===== src/rtl/axi_to_ndata_typed_buffered.sv =====
// axi_to_ndata_typed_buffered: registered unpacker from a 64*NUM_ELEMENTS-bit
// AXI stream to a NUM_ELEMENTS x 64-bit ndata stream (32- or 64-bit elements).
// Ports: clk, rst_n (async active-low); type_width_i (BIT32/BIT64);
//   in_tdata_i/in_tkeep_i/in_tlast_i/in_tvalid_i/in_tready_o (AXI4S slave);
//   out_data_o/out_keep_o/out_last_o/out_valid_o/out_ready_i (ndata master).
// Optional: `define AXI_TO_NDATA_SIGN_EXT_EN sign-extends BIT32 elements.
package axi_to_ndata_typed_buffered_pkg;
    typedef enum logic {
        BIT32 = 1'b0,
        BIT64 = 1'b1
    } type_width_t;
endpackage

module axi_to_ndata_typed_buffered
    import axi_to_ndata_typed_buffered_pkg::*;
#(
    parameter int NUM_ELEMENTS = 8
) (
    input  logic                               clk,
    input  logic                               rst_n,
    input  type_width_t                        type_width_i,
    input  logic [64*NUM_ELEMENTS-1:0]         in_tdata_i,
    input  logic [8*NUM_ELEMENTS-1:0]          in_tkeep_i,
    input  logic                               in_tlast_i,
    input  logic                               in_tvalid_i,
    output logic                               in_tready_o,
    output logic [NUM_ELEMENTS-1:0][63:0]      out_data_o,
    output logic [NUM_ELEMENTS-1:0]            out_keep_o,
    output logic                               out_last_o,
    output logic                               out_valid_o,
    input  logic                               out_ready_i
);
    localparam int N = NUM_ELEMENTS;

    typedef enum logic [1:0] {
        S_EMPTY,
        S_LO,
        S_HI
    } state_t;

    state_t              state_q, state_d;
    logic [64*N-1:0]     data_q;
    // keep_q[j] is the lowest keep bit of 32-bit word j; a 64-bit element i
    // uses word 2i, so one compressed vector serves both widths.
    logic [2*N-1:0]      keep_q, keep_sel;
    logic                upper_q;
    logic                last_q;
    logic                w64_q;

    logic fire, accept, lo_final, beat_done;
    logic unused_tkeep;

    function automatic logic [63:0] ext32(input logic [31:0] w);
`ifdef AXI_TO_NDATA_SIGN_EXT_EN
        return {{32{w[31]}}, w};
`else
        return {32'h0, w};
`endif
    endfunction

    always_comb begin
        keep_sel = '0;
        for (int j = 0; j < 2*N; j++) begin
            keep_sel[j] = in_tkeep_i[4*j];
        end
    end

    assign unused_tkeep = ^in_tkeep_i;

    // An LO sub-beat ends the beat unless a BIT32 upper half carries data.
    assign lo_final  = w64_q || !upper_q;
    assign fire      = out_valid_o && out_ready_i;
    assign beat_done = fire && ((state_q == S_HI) ||
                                (state_q == S_LO && lo_final));
    assign in_tready_o = (state_q == S_EMPTY) || beat_done;
    assign accept      = in_tvalid_i && in_tready_o;

    always_ff @(posedge clk or negedge rst_n) begin
        if (!rst_n) begin
            state_q <= S_EMPTY;
            data_q  <= '0;
            keep_q  <= '0;
            upper_q <= 1'b0;
            last_q  <= 1'b0;
            w64_q   <= 1'b0;
        end else begin
            state_q <= state_d;
            if (accept) begin
                data_q  <= in_tdata_i;
                keep_q  <= keep_sel;
                upper_q <= |in_tkeep_i[8*N-1:4*N];
                last_q  <= in_tlast_i;
                w64_q   <= (type_width_i == BIT64);
            end
        end
    end

    always_comb begin
        state_d = state_q;
        if (accept) begin
            state_d = S_LO;
        end else if (beat_done) begin
            state_d = S_EMPTY;
        end else if (fire && state_q == S_LO) begin
            state_d = S_HI;
        end
    end

    always_comb begin
        out_valid_o = (state_q != S_EMPTY);
        out_last_o  = last_q && ((state_q == S_HI) ||
                                 (state_q == S_LO && lo_final));
        out_data_o  = '0;
        out_keep_o  = '0;
        for (int i = 0; i < N; i++) begin
            if (w64_q) begin
                out_data_o[i] = data_q[64*i +: 64];
                out_keep_o[i] = keep_q[2*i];
            end else if (state_q == S_HI) begin
                out_data_o[i] = ext32(data_q[32*(i+N) +: 32]);
                out_keep_o[i] = keep_q[i+N];
            end else begin
                out_data_o[i] = ext32(data_q[32*i +: 32]);
                out_keep_o[i] = keep_q[i];
            end
        end
    end

endmodule


===== config.mk =====
export PLATFORM = sky130hd
export DESIGN_NAME = axi_to_ndata_typed_buffered
export DESIGN_NICKNAME = d
export VERILOG_FILES = /design/src/rtl/axi_to_ndata_typed_buffered.sv
export SDC_FILE = /design/constraint.sdc
export NUM_CORES = 1
export LEC_CHECK = 0
export ABC_AREA = 1
export CAP_MARGIN = 30
export CORE_AREA = 2 2 430 432
export DETAILED_ROUTE_END_ITERATION = 16
export DIE_AREA = 0 0 432 434
export GPL_TIMING_DRIVEN = 0
export PLACE_DENSITY_LB_ADDON = 0.15
export SYNTH_ARGS = -nofsm -noshare
export SYNTH_HDL_FRONTEND = slang
export SYNTH_SLANG_ARGS = --single-unit
export TNS_END_PERCENT = 20

===== constraint.sdc =====
create_clock -name clk -period 2 [get_ports clk]
set_input_delay 0.2 -clock clk [delete_from_list [all_inputs] [get_ports clk]]
set_output_delay 0.2 -clock clk [all_outputs]
set_load 0.005 [all_outputs]

# After elaboration in Yosys (flattened, before gate mapping)
# Index checks and enable logic that the tools add are counted.
[op_classes] eq_ne=2 n_mux=35 n_reduce_logical=14
[ops] operator="$mux W64" n=8
[ops] operator="$mux W32" n=8
[ops] operator="$reduce_or A32 Y1" n=1
[ops] operator="$mux W1" n=16
[ops] operator="$logic_and A1 B1 Y1" n=6
[ops] operator="$mux W2" n=3
[ops] operator="$logic_or A1 B1 Y1" n=3
[ops] operator="$reduce_bool A3 Y1" n=1
[ops] operator="$eq A2 B1 Y1 const B" n=1
[ops] operator="$eq A2 B2 Y1 const B" n=1
[ops] operator="$logic_not A2 Y1" n=1
[ops] operator="$reduce_bool A2 Y1" n=1
[ops] operator="$logic_not A1 Y1" n=1
[totals] regBits=533 input_bits=582 elab_cells=57

# Longest topological paths before layout
# Gate-level depths: netlist of the first run.
[logic_depth] depth_word=8 ltp_mapped=12

# Worst setup path after synthesis of the first run
# Ideal clock, no wire load.
[synth_timing] kind="reg-to-output" from="register w64_q" to="output out_data_o[128] in the netlist's numbering" arrival_ns=1.388 slack_ns=0.412 stages_incl_launch_ff=7 cell_sequence="dfrtp_1 > buf_2 > inv_2 > buf_2 > clkbuf_1 > clkbuf_1 > a31oi_1"
[synth_lines] item="start: declaration" line_no="48" text="logic w64_q;"
[synth_lines] item="start signal: assignment" line_no="93" text="w64_q <= (type_width_i == BIT64);"
[synth_lines] item="end: declaration" line_no="27" text="output logic [NUM_ELEMENTS-1:0][63:0] out_data_o,"

# Worst setup path in the final report of the first run
[layout_timing] from="register state_q[0]" to="register data_q[320]"
[layout_between] elab_chain_len=6 elab_cells_between_ends=10 cone_classes="eq/ne (2); reduce/logical (8)"
[layout_lines] item="start: declaration" line_no="41" text="state_t state_q, state_d;"
[layout_lines] item="start signal: assignment" line_no="87" text="state_q <= state_d;"
[layout_lines] item="$eq A2 B1 Y1" line_no="74" text="(state_q == S_LO && lo_final));"
[layout_lines] item="$logic_and A1 B1 Y1" line_no="74"
[layout_lines] item="$logic_or A1 B1 Y1" line_no="73" text="assign beat_done = fire && ((state_q == S_HI) ||"
[layout_lines] item="$logic_and A1 B1 Y1" line_no="73"
[layout_lines] item="$logic_or A1 B1 Y1 *" line_no="75" text="assign in_tready_o = (state_q == S_EMPTY) || beat_done;"
[layout_lines] item="$logic_and A1 B1 Y1 *" line_no="76" text="assign accept = in_tvalid_i && in_tready_o;"
[layout_lines] item="end signal: assignment" line_no="89" text="data_q <= in_tdata_i;"
[layout_lines] item="end: declaration" line_no="42" text="logic [64*N-1:0] data_q;"
# Mark *: on every way between the ends. The rest lies on a longest branch, timed or not.
# A chain may end at the register's enable or synchronous reset.

==> results of run 1 <==
-- routing by layer --
metal	global-route usage, %	vias to the layer above	routed length, µm
met5	0	-	194
met4	6.95	32	6920
met3	4.74	262	13500
met2	43.6	1119	122000
met1	27.6	16799	90900
li1	-	15467	-
-- logic make-up (layout without fill, tap and decap cells) --
| family | after synthesis | in the layout | synth area share, % |
|---|---|---|---|
| AO/OA/AOI/OAI | 237 | 237 | 5.25 |
| buffers and inverters | 573 | 2069 | 9.26 |
| flip-flops | 533 | 533 | 47.3 |
| multiplexers | 32 | 32 | 1.28 |
| other | 0 | 34 | 0 |
| AND/OR/NAND/NOR | 2575 | 2575 | 36.9 |
-- flip-flops by register name, indices dropped and copies added (netlist names) --
name / count
last_q: 1
data_q: 512
upper_q: 1
keep_q: 16
state_q: 2
w64_q: 1
-- path summary, 6_finish.rpt --
check	endpoint	slack [ps]	startpoint	cells past startpoint
min in group clk	data_q[62]	60	in_tdata_i[62]	3
max reg2reg	data_q[320]	-650	state_q[0]	14
max	data_q[320]	-650	state_q[0]	14
min reg2reg	data_q[31]	470	data_q[31]	2
max in group asynchronous	data_q[300]	360	rst_n	4
min	data_q[107]	-470	rst_n	1
-- stage by stage --
stage	hold WS [ps]	total power [W]	utilization [%]	setup WS (ps)
final	-471	0.0971	27.9	-651
after global routing	-435	0.103	27.9	-746
after CTS	-476	0.0936	26.7	-781
after detailed placement	294	0.0734	23.3	-1850
after global placement	449	0.0729	23.0	-27910
after floorplan	-95.6	0.0394	-	412
-- layout make-up --
class,instances,area (µm²)
Timing Repair Buffer,1356,13600
Antenna cell,34,85.1
Timing Repair inverter,1,11.3
Clock inverter,25,280
Clock buffer,119,2420
Fill cell,20070,132000
Multi-Input combinational cell,2844,13700
Sequential cell,533,13300
Buffer,304,3350
Inverter,264,1040
Tap cell,2385,2980
-- timing repair --
item	in CTS	in global routing
gates cloned	15	20
endpoints found under the hold margin	165	94
pin swaps	28	49
gates resized for setup	1628	743
setup buffers	68	87
setup endpoints to repair	1055	1055
-- cells in the final DEF, fill, tap and decap left out, types with 106 or more instances in the layout --
cell	synthesis	final
inv_1	260	232
dfrtp_1	533	533
clkdlybuf4s50_1	0	678
clkbuf_16	0	142
nand3_1	520	507
nor2_1	249	225
a31oi_1	230	172
nand2_1	1789	1667
buf_6	35	106
buf_2	77	186
buf_4	16	152
-- power groups by stage --
stage	clock [W]	combinational [W]	sequential (W)
3_3_place_gp	0	0.0501	0.0228
4_1_cts	0.0155	0.0553	0.0228
6_report	0.0150	0.0592	0.0228
2_1_floorplan	0	0.0204	0.0190
3_5_place_dp	0	0.0507	0.0227
5_1_grt	0.0158	0.0633	0.0235
==> flow_metrics.env, run 1 <==
export IMPL_min_period_ps=2650
export IMPL_drive_gt1_share_pct=21.5
export IMPL_crit_type="flip-flop to flip-flop"
export IMPL_grt_pass1_vias=33490
export IMPL_power_leakage_nw=26.1
export IMPL_clockBufferDepth=3
export IMPL_h_tree_depth=3
export IMPL_rsz0062_at_grt="true"
export IMPL_comb_power_share_pct=61.0
export IMPL_root_buffer="clkbuf_16"
export IMPL_grt_overflow=0
export IMPL_tritoncts="yes"
export IMPL_worstMarginPinSlew_ps=915
export IMPL_ys_warn_count=0
export IMPL_avgSynthCellArea_um2=7.14
export IMPL_synth_cells=3950
export IMPL_drt_iter0_drc=2444
export IMPL_synth_top_area_share_pct=47.3
export IMPL_area_growth_pct=80.5
export IMPL_cts_sinks=533
export IMPL_crit_top_cell="buf_6"
export IMPL_async_flop_share_pct=100
export IMPL_synth_nets=4532
export IMPL_ant_nets=0
export IMPL_nets=5967
export IMPL_ys_seq_elements=533
export IMPL_fin_setup_tns_ps=-450100
export IMPL_synth_seq_area_share_pct=47.3
export IMPL_cp_cell_sequence="nor2_4 > buf_12 > clkinv_16 > buf_6 > buf_6 > buf_6 > nand2_4 > nand2_4 > nand2_4 > buf_12 > buf_6 > buf_6 > nand3_1 > nand2_1"
export IMPL_yosysMostFrequentCell="nand2_1"
export IMPL_post_dp_cell_area_um2=42400
export IMPL_violations="negative hold slack, negative setup slack"
export IMPL_initial_utilization_pct=15.4
export IMPL_vias=33679
export IMPL_period_share_pct=133
export IMPL_clock_skew_ps=22.0
export IMPL_io_pins=1105
export IMPL_dp_hpwl_um=185000
export IMPL_die_h_um=434
export IMPL_drt_vias_per_instance=4.28
export IMPL_fp_dieArea_um2=187000
export IMPL_antenna_found_initial=71
export IMPL_irDropWorstVdd_v=0.000741
export IMPL_grt_max_degree=97
export IMPL_row_count=157
export IMPL_p_int_w=0.0509
export IMPL_clock_latency_ps=700
export IMPL_synth_cell_types=23
export IMPL_synth_area_um2=28200
export IMPL_crit_path_max_fanout=10
export IMPL_cp_required_ps=2620
export IMPL_cp_end_kind="flip-flop"
export IMPL_crit_family="buffers and inverters"
export IMPL_dp_cells=7436
export IMPL_p_per_area_nw_per_um2=1910
export IMPL_wl_per_cell_um=29.7
export IMPL_fin_cells=7865
export IMPL_outcome="finished with violations"
export IMPL_die_width_um=432
export IMPL_max_slew_margin_pct=39.0
export IMPL_fmax_mhz=377
export IMPL_slew_viol_final=0
export IMPL_synth_area_leaders="dfrtp_1, nand2_1, nand3_1"
export IMPL_hold_buffers=71
export IMPL_synth_common_cells="nand2_1, dfrtp_1, nand3_1"
export IMPL_io_buffer_count=1079
export IMPL_p_seq_share_pct=23.5
export IMPL_synth_edff_count=0
export IMPL_setup_viol=1055
export IMPL_grt_pass1_wl_um=301000
export IMPL_crit_path_start_kind="flip-flop"
export IMPL_critical_path_max_stage_delay_ps=400
export IMPL_finish_instance_area_um2=50900
export IMPL_place_congestion=0.868
export IMPL_core_um2=182000
export IMPL_cp_buffers_inverters=8
export IMPL_crit_arrival_ps=3270
export IMPL_dr_pass1_iters=5
export IMPL_clkPwrFrac_pct=15.5
export IMPL_clkTransAtPathRegs_ps=60
export IMPL_p_sw_w=0.0461
export IMPL_swShare_pct=47.5
export IMPL_whs_ps=-471
export IMPL_routed_wl_um=234000
export IMPL_hold_violations=94
export IMPL_cts_buffers=81
export IMPL_crit_path_top_delay_cell="dfrtp_1"
export IMPL_drc=0
export IMPL_synth_flop_cell="dfrtp_1"
export IMPL_synth_top_area_cell="dfrtp_1"
export IMPL_cap_violations=0
export IMPL_hp_class="primary input to async pin"
export IMPL_setup_ws_ps=-651
export IMPL_grt_use_total_pct=23.7
Note: power is estimated with default switching activity, not from simulation.
==> run 2, diff against run 1 <==
--- a/config.mk
+++ b/config.mk
@@ -10,7 +10,6 @@
 export CORE_AREA = 2 2 430 432
 export DETAILED_ROUTE_END_ITERATION = 16
 export DIE_AREA = 0 0 432 434
-export GPL_TIMING_DRIVEN = 0
 export PLACE_DENSITY_LB_ADDON = 0.15
 export SYNTH_ARGS = -nofsm -noshare
 export SYNTH_HDL_FRONTEND = slang
==> flow_metrics.env, run 2 (synthesis gave the netlist of run 1 again) <==
export IMPL_post_dp_cell_area_um2=43800
export IMPL_wl_per_cell_um=26.4
export IMPL_core_um2=182000
export IMPL_final_common_cell="nand2_1"
export IMPL_ant_nets=0
export IMPL_timing_rr_end="data_q[63]"
export IMPL_critical_path_max_stage_delay_ps=550
export IMPL_grt_use_total_pct=19.7
export IMPL_grt_max_degree=74
export IMPL_clock_latency_ps=680
export IMPL_place_congestion=0.862
export IMPL_endpoint="out_data_o[51]"
export IMPL_setup_viol=1016
export IMPL_crit_path_start_kind="flip-flop"
export IMPL_dp_hpwl_um=150000
export IMPL_drt_iter0_drc=1791
export IMPL_row_count=157
export IMPL_violations="negative setup slack"
export IMPL_r2r_start="state_q[1]"
export IMPL_max_slew_margin_pct=40.4
export IMPL_io_pins=1105
export IMPL_rsz0062_at_grt="true"
export IMPL_drc=0
export IMPL_swShare_pct=45.5
export IMPL_clkPwrFrac_pct=16.2
export IMPL_min_period_ps=2670
export IMPL_hp_start="in_tdata_i[88]"
export IMPL_regMostFlops="data_q"
export IMPL_vias=32189
export IMPL_worstMarginPinSlew_ps=894
export IMPL_root_buffer="clkbuf_16"
export IMPL_p_seq_share_pct=25.0
export IMPL_cp_required_ps=1800
export IMPL_final_util_pct=27.4
export IMPL_cts_buffers=77
export IMPL_period_share_pct=134
export IMPL_cap_violations=0
export IMPL_whs_ps=76.9
export IMPL_nets=5814
export IMPL_crit_family="buffers and inverters"
export IMPL_cts_sinks=533
export IMPL_clockBufferDepth=3
export IMPL_grt_pass1_vias=32216
export IMPL_crit_path_start="w64_q"
export IMPL_outcome="finished with violations"
export IMPL_p_int_w=0.0499
export IMPL_fp_dieArea_um2=187000
export IMPL_hp_class="primary input to flip-flop"
export IMPL_antenna_found_initial=59
export IMPL_grt_pass1_wl_um=259000
export IMPL_die_width_um=432
export IMPL_reg2reg_slack_ps=-470
export IMPL_finish_instance_area_um2=50000
export IMPL_crit_top_cell="buf_16"
export IMPL_comb_power_share_pct=58.8
export IMPL_hold_violations=0
export IMPL_largest_reg_flops=512
export IMPL_initial_utilization_pct=15.4
export IMPL_crit_type="flip-flop to output port"
export IMPL_cp_buffers_inverters=5
export IMPL_crit_arrival_ps=2470
export IMPL_pre_cts_ws_ps=-349
export IMPL_cp_end_kind="output port"
export IMPL_h_tree_depth=3
export IMPL_grt_overflow=0
export IMPL_r2r_cells=10
export IMPL_reg_largest_list="data_q (512), keep_q (16), state_q (2)"
export IMPL_routed_wl_um=204000
export IMPL_area_growth_pct=77.3
export IMPL_setup_ws_ps=-671
export IMPL_crit_path_top_delay_cell="clkdlybuf4s50_1"
export IMPL_fmax_mhz=374
export IMPL_p_per_area_nw_per_um2=1830
export IMPL_cp_cell_sequence="buf_12 > buf_16 > buf_16 > nand2_1 > inv_1 > clkdlybuf4s50_1"
export IMPL_dr_pass1_iters=5
export IMPL_tritoncts="yes"
export IMPL_clkTransAtPathRegs_ps=60
export IMPL_slew_viol_final=0
export IMPL_power_leakage_nw=26.5
export IMPL_drt_vias_per_instance=4.17
export IMPL_final_cell_mix="nand2_1, clkdlybuf4s50_1, dfrtp_1"
export IMPL_dp_cells=7388
export IMPL_io_buffer_count=1080
export IMPL_irDropWorstVdd_v=0.00111
export IMPL_drive_gt1_share_pct=18.0
export IMPL_fin_cells=7716
export IMPL_crit_path_max_fanout=15
export IMPL_worst_path_stages=6
export IMPL_clock_skew_ps=36.6
export IMPL_p_sw_w=0.0416
export IMPL_die_h_um=434
[run 2: cell type report]
type / count / area [µm²]
Fill cell: 19985 / 133000
Multi-Input combinational cell: 2844 / 13300
Clock inverter: 23 / 359
Timing Repair Buffer: 1510 / 16500
Timing Repair inverter: 2 / 50.0
Sequential cell: 533 / 13300
Inverter: 264 / 1040
Clock buffer: 113 / 2300
Tap cell: 2385 / 2980
Antenna cell: 42 / 105
[run 2: worst min-delay path by stage]
stage | end | slack [ps] | cells after the start
6_report | data_q[88] | 80 | 3
5_1_grt | data_q[413] | 50 | 3
4_1_cts | data_q[88] | 6 | 3
3_5_place_dp | data_q[101] | 120 | 1
3_3_place_gp | data_q[101] | 130 | 1
2_1_floorplan | data_q[0] | -100 | 0
[run 2: metrics by stage]
stage / total power [W] / setup TNS (ps)
floorplan: 0.0394 / 0
global route: 0.0974 / -482350
detailed placement: 0.0717 / -73760
CTS: 0.0879 / -464600
global placement: 0.0717 / -71790
finish: 0.0915 / -345190
[run 2: worst register-to-register path: cells and delay by family, from the launching register on]
| family | cells | cell delay, ps |
|---|---|---|
| DFF | 1 | 360 |
| and+or+nand+nor | 6 | 930 |
| buffers and inverters | 4 | 1150 |
[run 2: repair_timing]
| action | 4_1_cts | 5_1_grt |
|---|---|---|
| endpoints found under the hold margin | 377 | 0 |
| buffers inserted | 6 | 93 |
| gates resized for setup | 212 | 821 |
| pin swaps | 0 | 52 |
| gates cloned | 4 | 46 |
| endpoints found under the setup margin | 974 | 1048 |
| hold buffers | 4 | 0 |
[run 2: layer usage]
metal,vias up,wire [µm],GRT usage (%)
met5,-,67,0
met3,244,10800,4.23
met4,10,7830,8.96
met2,934,106000,35.5
li1,15153,-,-
met1,15848,79600,22.0
[run 2: power groups by stage]
stage	combinational [W]	sequential (W)	clock, W
2_1_floorplan	0.0204	0.0190	0
3_3_place_gp	0.0486	0.0231	0
3_5_place_dp	0.0486	0.0231	0
4_1_cts	0.0497	0.0229	0.0153
5_1_grt	0.0581	0.0236	0.0157
6_report	0.0538	0.0229	0.0148
